===== src/rtl/ita_package.sv =====
// Shared types for the ITA output writer: FSM state encoding and the latched layout config.
// Struct field widths match the writer's default AddrWidth/CntWidth.
package ita_package;

    localparam int unsigned OW_ADDR_W = 32;
    localparam int unsigned OW_CNT_W  = 16;

    typedef enum logic [1:0] {
        OW_IDLE  = 2'd0,
        OW_RUN   = 2'd1,
        OW_DRAIN = 2'd2,
        OW_DONE  = 2'd3
    } out_writer_state_e;

    typedef struct packed {
        logic [OW_ADDR_W-1:0] base;
        logic [OW_CNT_W-1:0]  stride;
        logic [OW_CNT_W-1:0]  tile_rows;
        logic [OW_CNT_W-1:0]  col_tiles;
        logic [OW_CNT_W-1:0]  row_tiles;
    } out_writer_cfg_t;

    // A layout with any zero dimension produces no beats.
    function automatic logic cfg_is_empty(input out_writer_cfg_t cfg);
        return (cfg.tile_rows == '0) || (cfg.col_tiles == '0) || (cfg.row_tiles == '0);
    endfunction

endpackage


===== src/rtl/ita_output_addrgen.sv =====
// Tiled output address generator: walks row-in-tile (inner), tile column, tile row (outer)
// and keeps the beat address up to date with adders only.
module ita_output_addrgen
    import ita_package::*;
#(
    parameter int unsigned N = 16
) (
    input  logic                 clk_i,
    input  logic                 rst_ni,
    input  logic                 i_init,
    input  out_writer_cfg_t      i_cfg,
    input  logic                 i_next,
    output logic [OW_ADDR_W-1:0] o_addr,
    output logic                 o_last
);

    localparam logic [OW_ADDR_W-1:0] BeatBytes = OW_ADDR_W'(N);

    logic [OW_CNT_W-1:0]  r_r, r_tc, r_tr;
    logic [OW_CNT_W-1:0]  r_r_max, r_tc_max, r_tr_max;
    logic [OW_ADDR_W-1:0] r_addr, r_stride, r_tile_base, r_next_trow;
    logic [OW_ADDR_W-1:0] w_step, w_next_tile, w_new_trow;
    logic                 w_row_end, w_col_end, w_trow_end;

    assign w_step      = r_addr + r_stride;
    assign w_next_tile = r_tile_base + BeatBytes;
    assign w_row_end   = (r_r == r_r_max);
    assign w_col_end   = (r_tc == r_tc_max);
    assign w_trow_end  = (r_tr == r_tr_max);
    // Row 0 of the next tile row sits one stride past the last row of tile column 0.
    assign w_new_trow  = (r_tc == '0) ? w_step : r_next_trow;

    assign o_addr = r_addr;
    assign o_last = w_row_end && w_col_end && w_trow_end;

    always_ff @(posedge clk_i or negedge rst_ni) begin
        if (!rst_ni) begin
            r_r         <= '0;
            r_tc        <= '0;
            r_tr        <= '0;
            r_r_max     <= '0;
            r_tc_max    <= '0;
            r_tr_max    <= '0;
            r_addr      <= '0;
            r_stride    <= '0;
            r_tile_base <= '0;
            r_next_trow <= '0;
        end else if (i_init) begin
            r_r         <= '0;
            r_tc        <= '0;
            r_tr        <= '0;
            r_r_max     <= i_cfg.tile_rows - OW_CNT_W'(1);
            r_tc_max    <= i_cfg.col_tiles - OW_CNT_W'(1);
            r_tr_max    <= i_cfg.row_tiles - OW_CNT_W'(1);
            r_addr      <= i_cfg.base;
            r_stride    <= OW_ADDR_W'(i_cfg.stride);
            r_tile_base <= i_cfg.base;
            r_next_trow <= i_cfg.base;
        end else if (i_next) begin
            if (!w_row_end) begin
                r_r    <= r_r + OW_CNT_W'(1);
                r_addr <= w_step;
            end else if (!w_col_end) begin
                r_r         <= '0;
                r_tc        <= r_tc + OW_CNT_W'(1);
                r_tile_base <= w_next_tile;
                r_addr      <= w_next_tile;
                if (r_tc == '0) begin
                    r_next_trow <= w_step;
                end
            end else begin
                r_r         <= '0;
                r_tc        <= '0;
                r_tr        <= r_tr + OW_CNT_W'(1);
                r_tile_base <= w_new_trow;
                r_addr      <= w_new_trow;
            end
        end
    end

endmodule


===== src/rtl/ita_output_writer.sv =====
// Writes the ITA output stream to memory in a tiled layout through a single registered request stage.
// Optional stall counter enabled by ITA_OUT_WRITER_PERF_EN.
module ita_output_writer
    import ita_package::*;
#(
    parameter int unsigned N         = 16,
    parameter int unsigned WI        = 8,
    parameter int unsigned AddrWidth = 32,
    parameter int unsigned CntWidth  = 16
) (
    input  logic                 clk_i,
    input  logic                 rst_ni,
    input  logic                 start_i,
    input  logic [AddrWidth-1:0] base_addr_i,
    input  logic [CntWidth-1:0]  row_stride_i,
    input  logic [CntWidth-1:0]  tile_rows_i,
    input  logic [CntWidth-1:0]  col_tiles_i,
    input  logic [CntWidth-1:0]  row_tiles_i,
    input  logic                 inp_valid_i,
    output logic                 inp_ready_o,
    input  logic [N*WI-1:0]      inp_i,
    output logic                 mem_req_o,
    input  logic                 mem_gnt_i,
    output logic [AddrWidth-1:0] mem_addr_o,
    output logic [N*WI-1:0]      mem_wdata_o,
    output logic [N-1:0]         mem_be_o,
    output logic                 busy_o,
    output logic                 done_o,
    output logic [31:0]          stall_cnt_o
);

    localparam int unsigned DataWidth = N * WI;

    out_writer_state_e    r_state, w_state_next;
    out_writer_cfg_t      w_cfg;
    logic                 w_start, w_accept, w_gnt, w_last;
    logic [OW_ADDR_W-1:0] w_ag_addr;
    logic                 r_stage_valid;
    logic [OW_ADDR_W-1:0] r_stage_addr;
    logic [DataWidth-1:0] r_stage_data;
    logic                 r_busy, r_done;

    assign w_cfg = '{
        base:      OW_ADDR_W'(base_addr_i),
        stride:    OW_CNT_W'(row_stride_i),
        tile_rows: OW_CNT_W'(tile_rows_i),
        col_tiles: OW_CNT_W'(col_tiles_i),
        row_tiles: OW_CNT_W'(row_tiles_i)
    };

    assign w_start     = (r_state == OW_IDLE) && start_i;
    assign inp_ready_o = (r_state == OW_RUN) && (!r_stage_valid || mem_gnt_i);
    assign w_accept    = inp_valid_i && inp_ready_o;
    assign w_gnt       = r_stage_valid && mem_gnt_i;

    ita_output_addrgen #(
        .N (N)
    ) u_addrgen (
        .clk_i  (clk_i),
        .rst_ni (rst_ni),
        .i_init (w_start),
        .i_cfg  (w_cfg),
        .i_next (w_accept),
        .o_addr (w_ag_addr),
        .o_last (w_last)
    );

    always_comb begin
        w_state_next = r_state;
        case (r_state)
            OW_IDLE:  if (start_i) w_state_next = cfg_is_empty(w_cfg) ? OW_DONE : OW_RUN;
            OW_RUN:   if (w_accept && w_last) w_state_next = OW_DRAIN;
            OW_DRAIN: if (w_gnt) w_state_next = OW_DONE;
            OW_DONE:  w_state_next = OW_IDLE;
            default:  w_state_next = OW_IDLE;
        endcase
    end

    always_ff @(posedge clk_i or negedge rst_ni) begin
        if (!rst_ni) begin
            r_state <= OW_IDLE;
            r_busy  <= 1'b0;
            r_done  <= 1'b0;
        end else begin
            r_state <= w_state_next;
            r_busy  <= (w_state_next != OW_IDLE);
            r_done  <= (r_state == OW_DONE);
        end
    end

    // Request stage: a grant and a new accept on the same edge reload it back-to-back.
    always_ff @(posedge clk_i or negedge rst_ni) begin
        if (!rst_ni) begin
            r_stage_valid <= 1'b0;
            r_stage_addr  <= '0;
            r_stage_data  <= '0;
        end else if (w_accept) begin
            r_stage_valid <= 1'b1;
            r_stage_addr  <= w_ag_addr;
            r_stage_data  <= inp_i;
        end else if (w_gnt) begin
            r_stage_valid <= 1'b0;
        end
    end

    assign mem_req_o   = r_stage_valid;
    assign mem_addr_o  = AddrWidth'(r_stage_addr);
    assign mem_wdata_o = r_stage_data;
    assign mem_be_o    = {N{r_stage_valid}};
    assign busy_o      = r_busy;
    assign done_o      = r_done;

`ifdef ITA_OUT_WRITER_PERF_EN
    logic [31:0] r_stall_cnt;

    // Saturating count of cycles a request waits for its grant.
    always_ff @(posedge clk_i or negedge rst_ni) begin
        if (!rst_ni) begin
            r_stall_cnt <= '0;
        end else if (w_start) begin
            r_stall_cnt <= '0;
        end else if (r_stage_valid && !mem_gnt_i && (r_stall_cnt != '1)) begin
            r_stall_cnt <= r_stall_cnt + 32'd1;
        end
    end

    assign stall_cnt_o = r_stall_cnt;
`else
    assign stall_cnt_o = '0;
`endif

endmodule


===== config.mk =====
export PLATFORM = sky130hd
export DESIGN_NAME = ita_output_writer
export DESIGN_NICKNAME = d
export VERILOG_FILES = /design/src/rtl/ita_package.sv /design/src/rtl/ita_output_addrgen.sv /design/src/rtl/ita_output_writer.sv
export SDC_FILE = /design/constraint.sdc
export NUM_CORES = 1
export LEC_CHECK = 0
export BUFFER_PORTS_ARGS = -buffer_cell sky130_fd_sc_hd__buf_2
export CAP_MARGIN = 40
export CORE_MARGIN = 10
export CORE_UTILIZATION = 56
export CTS_BUF_LIST = sky130_fd_sc_hd__clkbuf_4
export CTS_CLUSTER_DIAMETER = 120
export DETAILED_ROUTE_END_ITERATION = 10
export PLACE_DENSITY = 0.91
export SETUP_SLACK_MARGIN = 0.5
export SKIP_CTS_REPAIR_TIMING = 1
export SYNTH_ARGS = -nofsm -noshare
export SYNTH_HDL_FRONTEND = slang
export SYNTH_SLANG_ARGS = --single-unit

===== constraint.sdc =====
create_clock -name clk_i -period 2.95 [get_ports clk_i]
set_input_delay 0.885 -clock clk_i [delete_from_list [all_inputs] [get_ports clk_i]]
set_output_delay 0.885 -clock clk_i [all_outputs]
set_load 0.005 [all_outputs]

**After elaboration in Yosys (flattened, before gate mapping)**

Index checks and enable logic that the tools add are counted.

- Output and inout bits: 212
- Input bits: 229
- Word-level logic and storage cells: 85
- Register bits: 373

- Multiplexer cells: 30
- Reductions and logical operators: 24
- Equal/unequal tests: 7
- Add/subtract/negate cells: 8

Operator list:

| operator | number |
|---|---|
| $mux W32 | 12 |
| $mux W16 | 11 |
| $logic_not A16 Y1 | 4 |
| $add A16 B1 Y16 const B | 3 |
| $eq A16 B16 Y1 | 3 |
| $sub A16 B1 Y16 const B | 3 |
| $add A32 B16 Y32 | 1 |
| $add A32 B5 Y32 const B | 1 |
| $reduce_bool A2 Y1 | 5 |
| $mux W2 | 4 |
| $pmux W2 S4 | 1 |
| $logic_and A1 B1 Y1 | 7 |
| $reduce_and A3 Y1 | 2 |
| $eq A2 B2 Y1 const B | 2 |
| $logic_or A1 B1 Y1 | 3 |
| $eq A2 B1 Y1 const B | 1 |
| $logic_not A2 Y1 | 1 |
| $mux W1 | 2 |
| $ne A2 B1 Y1 const B | 1 |
| $reduce_and A2 Y1 | 1 |
| $logic_not A1 Y1 | 1 |

**Depth between registers and ports, before layout**

- Depth in word-level cells: 8
- Depth in mapped cells: 11
- Depth with buffers taken out: 10

**Hierarchy**

A second synthesis with hierarchy kept.

- Cells, all modules: 1984
- Area total of the unflattened synthesis: 20240.7 um^2

By module, submodules not included:

| module | instances | seq. area each (um^2) | area an instance (um^2) | cells each |
|---|---|---|---|---|
| ita_output_addrgen | 1 | 5205.0 | 13260.2 | 1560 |
| ita_output_writer | 1 | 4129.0 | 6980.4 | 424 |

**Worst setup path after synthesis**

Ideal clock, no wire load.

- Path kind: input to register
- Start: input port row_tiles_i[0]
- End: register r_state[1]
- Cell stages on the path: 10
- Required time: 2.867 ns
- Buffers on the path: 0
- Setup time: 0.083 ns
- Arrival time: 2.721 ns
- Setup slack: 0.146 ns
- Cells stage by stage: inv_1 -> ha_1 -> nor3b_1 -> nand2_1 -> or2_2 -> or4_1 -> nor4b_1 -> a311o_1 -> a21oi_1 -> o21ai_0

- Cells in the longest elaborated chain, start to end: 5

RTL lines:

| item | line | text |
|---|---|---|
| start: declaration | ita_output_writer.sv:18 | `input logic [CntWidth-1:0] row_tiles_i,` |
| $logic_not A16 Y1 | ita_package.sv:25 | `return (cfg.tile_rows == '0) \|\| (cfg.col_tiles == '0) \|\| (cfg.row_tiles == '0);` |
| $logic_or A1 B1 Y1 | ita_package.sv:25 |  |
| $mux W2 (2 in series) | ita_output_writer.sv:71 | `OW_IDLE: if (start_i) w_state_next = cfg_is_empty(w_cfg) ? OW_DONE : OW_RUN;` |
| $pmux W2 S4 | ita_output_writer.sv:70 | `case (r_state)` |
| named net w_state_next[1] | ita_output_writer.sv:34 | `out_writer_state_e r_state, w_state_next;` |
| end signal: assignment | ita_output_writer.sv:85 | `r_state <= w_state_next;` |
| end: declaration | ita_output_writer.sv:34 |  |

The timed path passes the listed nets, and every way through them passes these cells.
A chain may end at the register's enable or synchronous reset.

**Worst setup path after layout**

- Start: register u_addrgen.r_addr[1], in the netlist u_addrgen.o_addr[1]
- End: register u_addrgen.r_addr[25], in the netlist u_addrgen.o_addr[25]

- Cells in the longest elaborated chain, start to end: 6

RTL lines:

| item | line | text |
|---|---|---|
| start: declaration | ita_output_addrgen.sv:21 | `logic [OW_ADDR_W-1:0] r_addr, r_stride, r_tile_base, r_next_trow;` |
| start signal: assignment | ita_output_addrgen.sv:55 | `r_addr <= i_cfg.base;` |
| start signal: assignment | ita_output_addrgen.sv:62 | `r_addr <= w_step;` |
| start signal: assignment | ita_output_addrgen.sv:67 | `r_addr <= w_next_tile;` |
| $add A32 B16 Y32 * | ita_output_addrgen.sv:25 | `assign w_step = r_addr + r_stride;` |
| $mux W32 | - |  |
| $mux W32 | ita_output_addrgen.sv:63 | `end else if (!w_col_end) begin` |
| $mux W32 * | ita_output_addrgen.sv:60 | `if (!w_row_end) begin` |
| $mux W32 * | ita_output_addrgen.sv:59 | `end else if (i_next) begin` |
| $mux W32 * | ita_output_addrgen.sv:48 | `end else if (i_init) begin` |

Every way passes the cells marked *; elsewhere a longest branch is shown, timed or not. The select of a mux whose other input is x is not followed.

==> flow_summary_export.csv <==
group,metric,value,unit
yosys,synth_area,0.0193,sq mm
global_routing,grt.total_usage,28.0,%
yosys,yosys_warnings,0,
yosys,ys_top_cells_by_area,"dfrtp_1 48%, nand2_1 14%, xnor2_1 4.1%, xor2_1 3.7%, o21ai_0 3.1%",
yosys,syn_inst,2255,
cells_and_area,final_common_cell,"nand2_1",
timing,setup_tns,0,ns
placed_design,dp_hpwl,44200,microns
detailed_routing,wl_per_cell,20.1,microns
critical_path,required,3.61,ns
detailed_routing,first_iter_violations,2097,
placed_design,place_ws,-0.0156,ns
global_routing,grt_pass1_wl,95900,microns
timing,fin_skew,0.0477,ns
worst_hold_path,hold_depth,3,
cts,root_buffer,"clkbuf_4",
cells_and_area,area_growth,25.9,%
cts,clk_pin_slew,0.08,ns
yosys,ys.flop_type,"dfrtp_1",
yosys,synth_edf_count,0,
floorplan,start_util,57.1,%
cts,cts_sinks,373,
cts,cts_tree,"built",
cells_and_area,fin_nets,2978,
timing,slew_violations,0,
timing,finalSetupViolCount,0,
placed_design,gp_congestion,0.963,
timing,setup_ws,0.0655,ns
critical_path,start_kind,"register",
detailed_routing,vias_per_cell,5.81,
detailed_routing,num_vias,18838,
global_routing,grt_max_degree,155,
floorplan,rows,67,
placed_design,placed_cells,3026,
timing,period_share,97.8,%
detailed_routing,ant_nets,0,
timing,fin_crit,2.88,ns
detailed_routing,dr.pass1.iters,8,
critical_path,path_max_fanout,8,
cells_and_area,drive_gt1_share,28.4,%
timing,fmaxAchievable,347,MHz
yosys,async_reset_ff_share,100,%
critical_path,worst-setup-path-type,"register to register",
worst_hold_path,hold_class,"input pin to register",
flow_run,max_cap_violations,0,
floorplan,die_y,206,microns
critical_path,r2r_cells,10,
global_routing,antenna_found_initial,7,
outcome,status,"complete, no violations",
yosys,syn_avg_cell_area,8.56,sq um
power_and_ir_drop,power_density,648,mW/mm^2
placed_design,portBuffers,408,
timing,timing.slew.headroom,38.5,%
timing,worstMarginPinSlew,0.923,ns
power_and_ir_drop,ir_worst_vdd,0.399,mV
yosys,yosys.cell_types.count,78,
global_routing,grt_overflow,0,
floorplan,die_w,206,microns
cells_and_area,final_cell_count_no_fill,3240,
detailed_routing,drt_drc_violations_left,0,
cts,clock_tree.buffer_depth,3,
power_and_ir_drop,power.total,15.7,mW
yosys,synth_top_area_cell,"dfrtp_1",
cts,clk_latency,0.80,ns
yosys,yosysSeqAreaShare,48.4,%
critical_path,crit_path_end_kind,"register",
global_routing,grt_pass1_vias,18386,
floorplan,ios,441,
timing,rsz0062_at_grt,"true",
floorplan,core,0.0338,sq mm
timing,finalHoldViolCount,0,
critical_path,arrival,3.55,ns
yosys,yosysTopAreaCellShare,48.4,%
cts,htree_levels,3,
cells_and_area,final_cell_mix,"734 x nand2_1, 406 x buf_2, 367 x dfrtp_1",
floorplan,die-area,0.0423,sq mm
detailed_routing,routed_wl,65000,microns
yosys,ys_ff_latch,373,
power_and_ir_drop,leakage,12.2,nW
cts,numCtsBuffers,97,
## Yosys cell counts, types with 13 or more instances
library cell	number
o21ai_0	119
and3_1	21
nand2_1	738
nor2_1	148
clkbuf_1	89
dfrtp_1	373
buf_2	17
nand4_1	27
xor2_1	81
buf_4	50
ha_1	25
nor4_1	22
nand3_1	78
a21o_1	13
and2_1	13
o211ai_1	18
a21oi_1	73
a31oi_1	17
xnor2_1	90
inv_1	23
nor3_1	39
mux2i_1	17
## per-stage QoR
stage                     cell area [sq um]  util [%]  hold WS, ns
after floorplan                       19600         -        0.452
after global placement                22000      65.2        0.451
after detailed placement              22000      65.2        0.456
after CTS                             23200      68.8      -0.0423
after global routing                  24300      71.9        0.257
final                                 24300      71.9        0.294
## worst max-delay path, stage by stage (launching register included)
cell and delay [ns]:
dfrtp_1 0.41, ha_1 0.29, a21o_1 0.14, nand4_1 0.22
a2111oi_4 0.41, buf_4 0.20, o21a_4 0.24, o211ai_1 0.18
xnor2_1 0.30, a21oi_2 0.10, a211o_1 0.26
## per-layer routing
metal	up-vias	track usage, %	share of wire [%]
met5	-	0	0.038
met4	4	13.7	4.6
met3	265	6.29	10
met2	1139	46.4	49
met1	8939	34.0	37
li1	8491	-	-
## state kept, by name, indices dropped and copies added, names as in the netlist, 32 cells and up
| name | flops |
|---|---|
| u_addrgen.r_next_trow | 32 |
| mem_addr_o | 32 |
| u_addrgen.r_tile_base | 32 |
| mem_wdata_o | 128 |
| u_addrgen.o_addr | 32 |
## cell families (layout without fill, tap and decap cells)
logic type | after synthesis | count (layout) | synth area share [%]
AOI/OAI and AO/OA | 334 | 334 | 11.2
xor gates and xnor gates | 171 | 171 | 7.76
adders and majority gates | 26 | 26 | 1.72
buffers and inverters | 189 | 689 | 4.76
DFF | 373 | 373 | 48.4
muxes | 19 | 19 | 0.998
other | 1 | 38 | 0.0194
and+or+nand+nor | 1142 | 1142 | 25.2
## cell type report
type                    count  area, sq um
multi-input cells        1724         9970
fillers                  2410         9480
flip-flops and latches    373         9340
repair buffers            504         3070
clock buffers             136         1020
well taps                 448          561
clock inverters            26          211
inverters                  23          108
diodes                      6         15.0
## report_power, final
part           internal (mW)  switching (mW)  total (mW)  leakage [nW]
registers               5.86           0.666        6.53          4.71
logic                   2.05            2.55        4.60          6.77
clock network           2.46            2.17        4.62         0.727
## worst paths after layout
| path | startpoint | endpoint | slack (ns) |
|---|---|---|---|
| worst max-delay path | u_addrgen.o_addr[1] | u_addrgen.o_addr[25] | 0.07 |
| worst min-delay path | row_stride_i[2] | u_addrgen.r_stride[2] | 0.29 |
| worst max register to register | u_addrgen.o_addr[1] | u_addrgen.o_addr[25] | 0.07 |
| worst min register to register | mem_wdata_o[117] | mem_wdata_o[117] | 0.47 |
| max in group asynchronous | rst_ni | u_addrgen.r_r_max[12] | 1.54 |
| min in group asynchronous | rst_ni | mem_addr_o[14] | 0.63 |
Note: power is estimated with default switching activity, not from simulation.
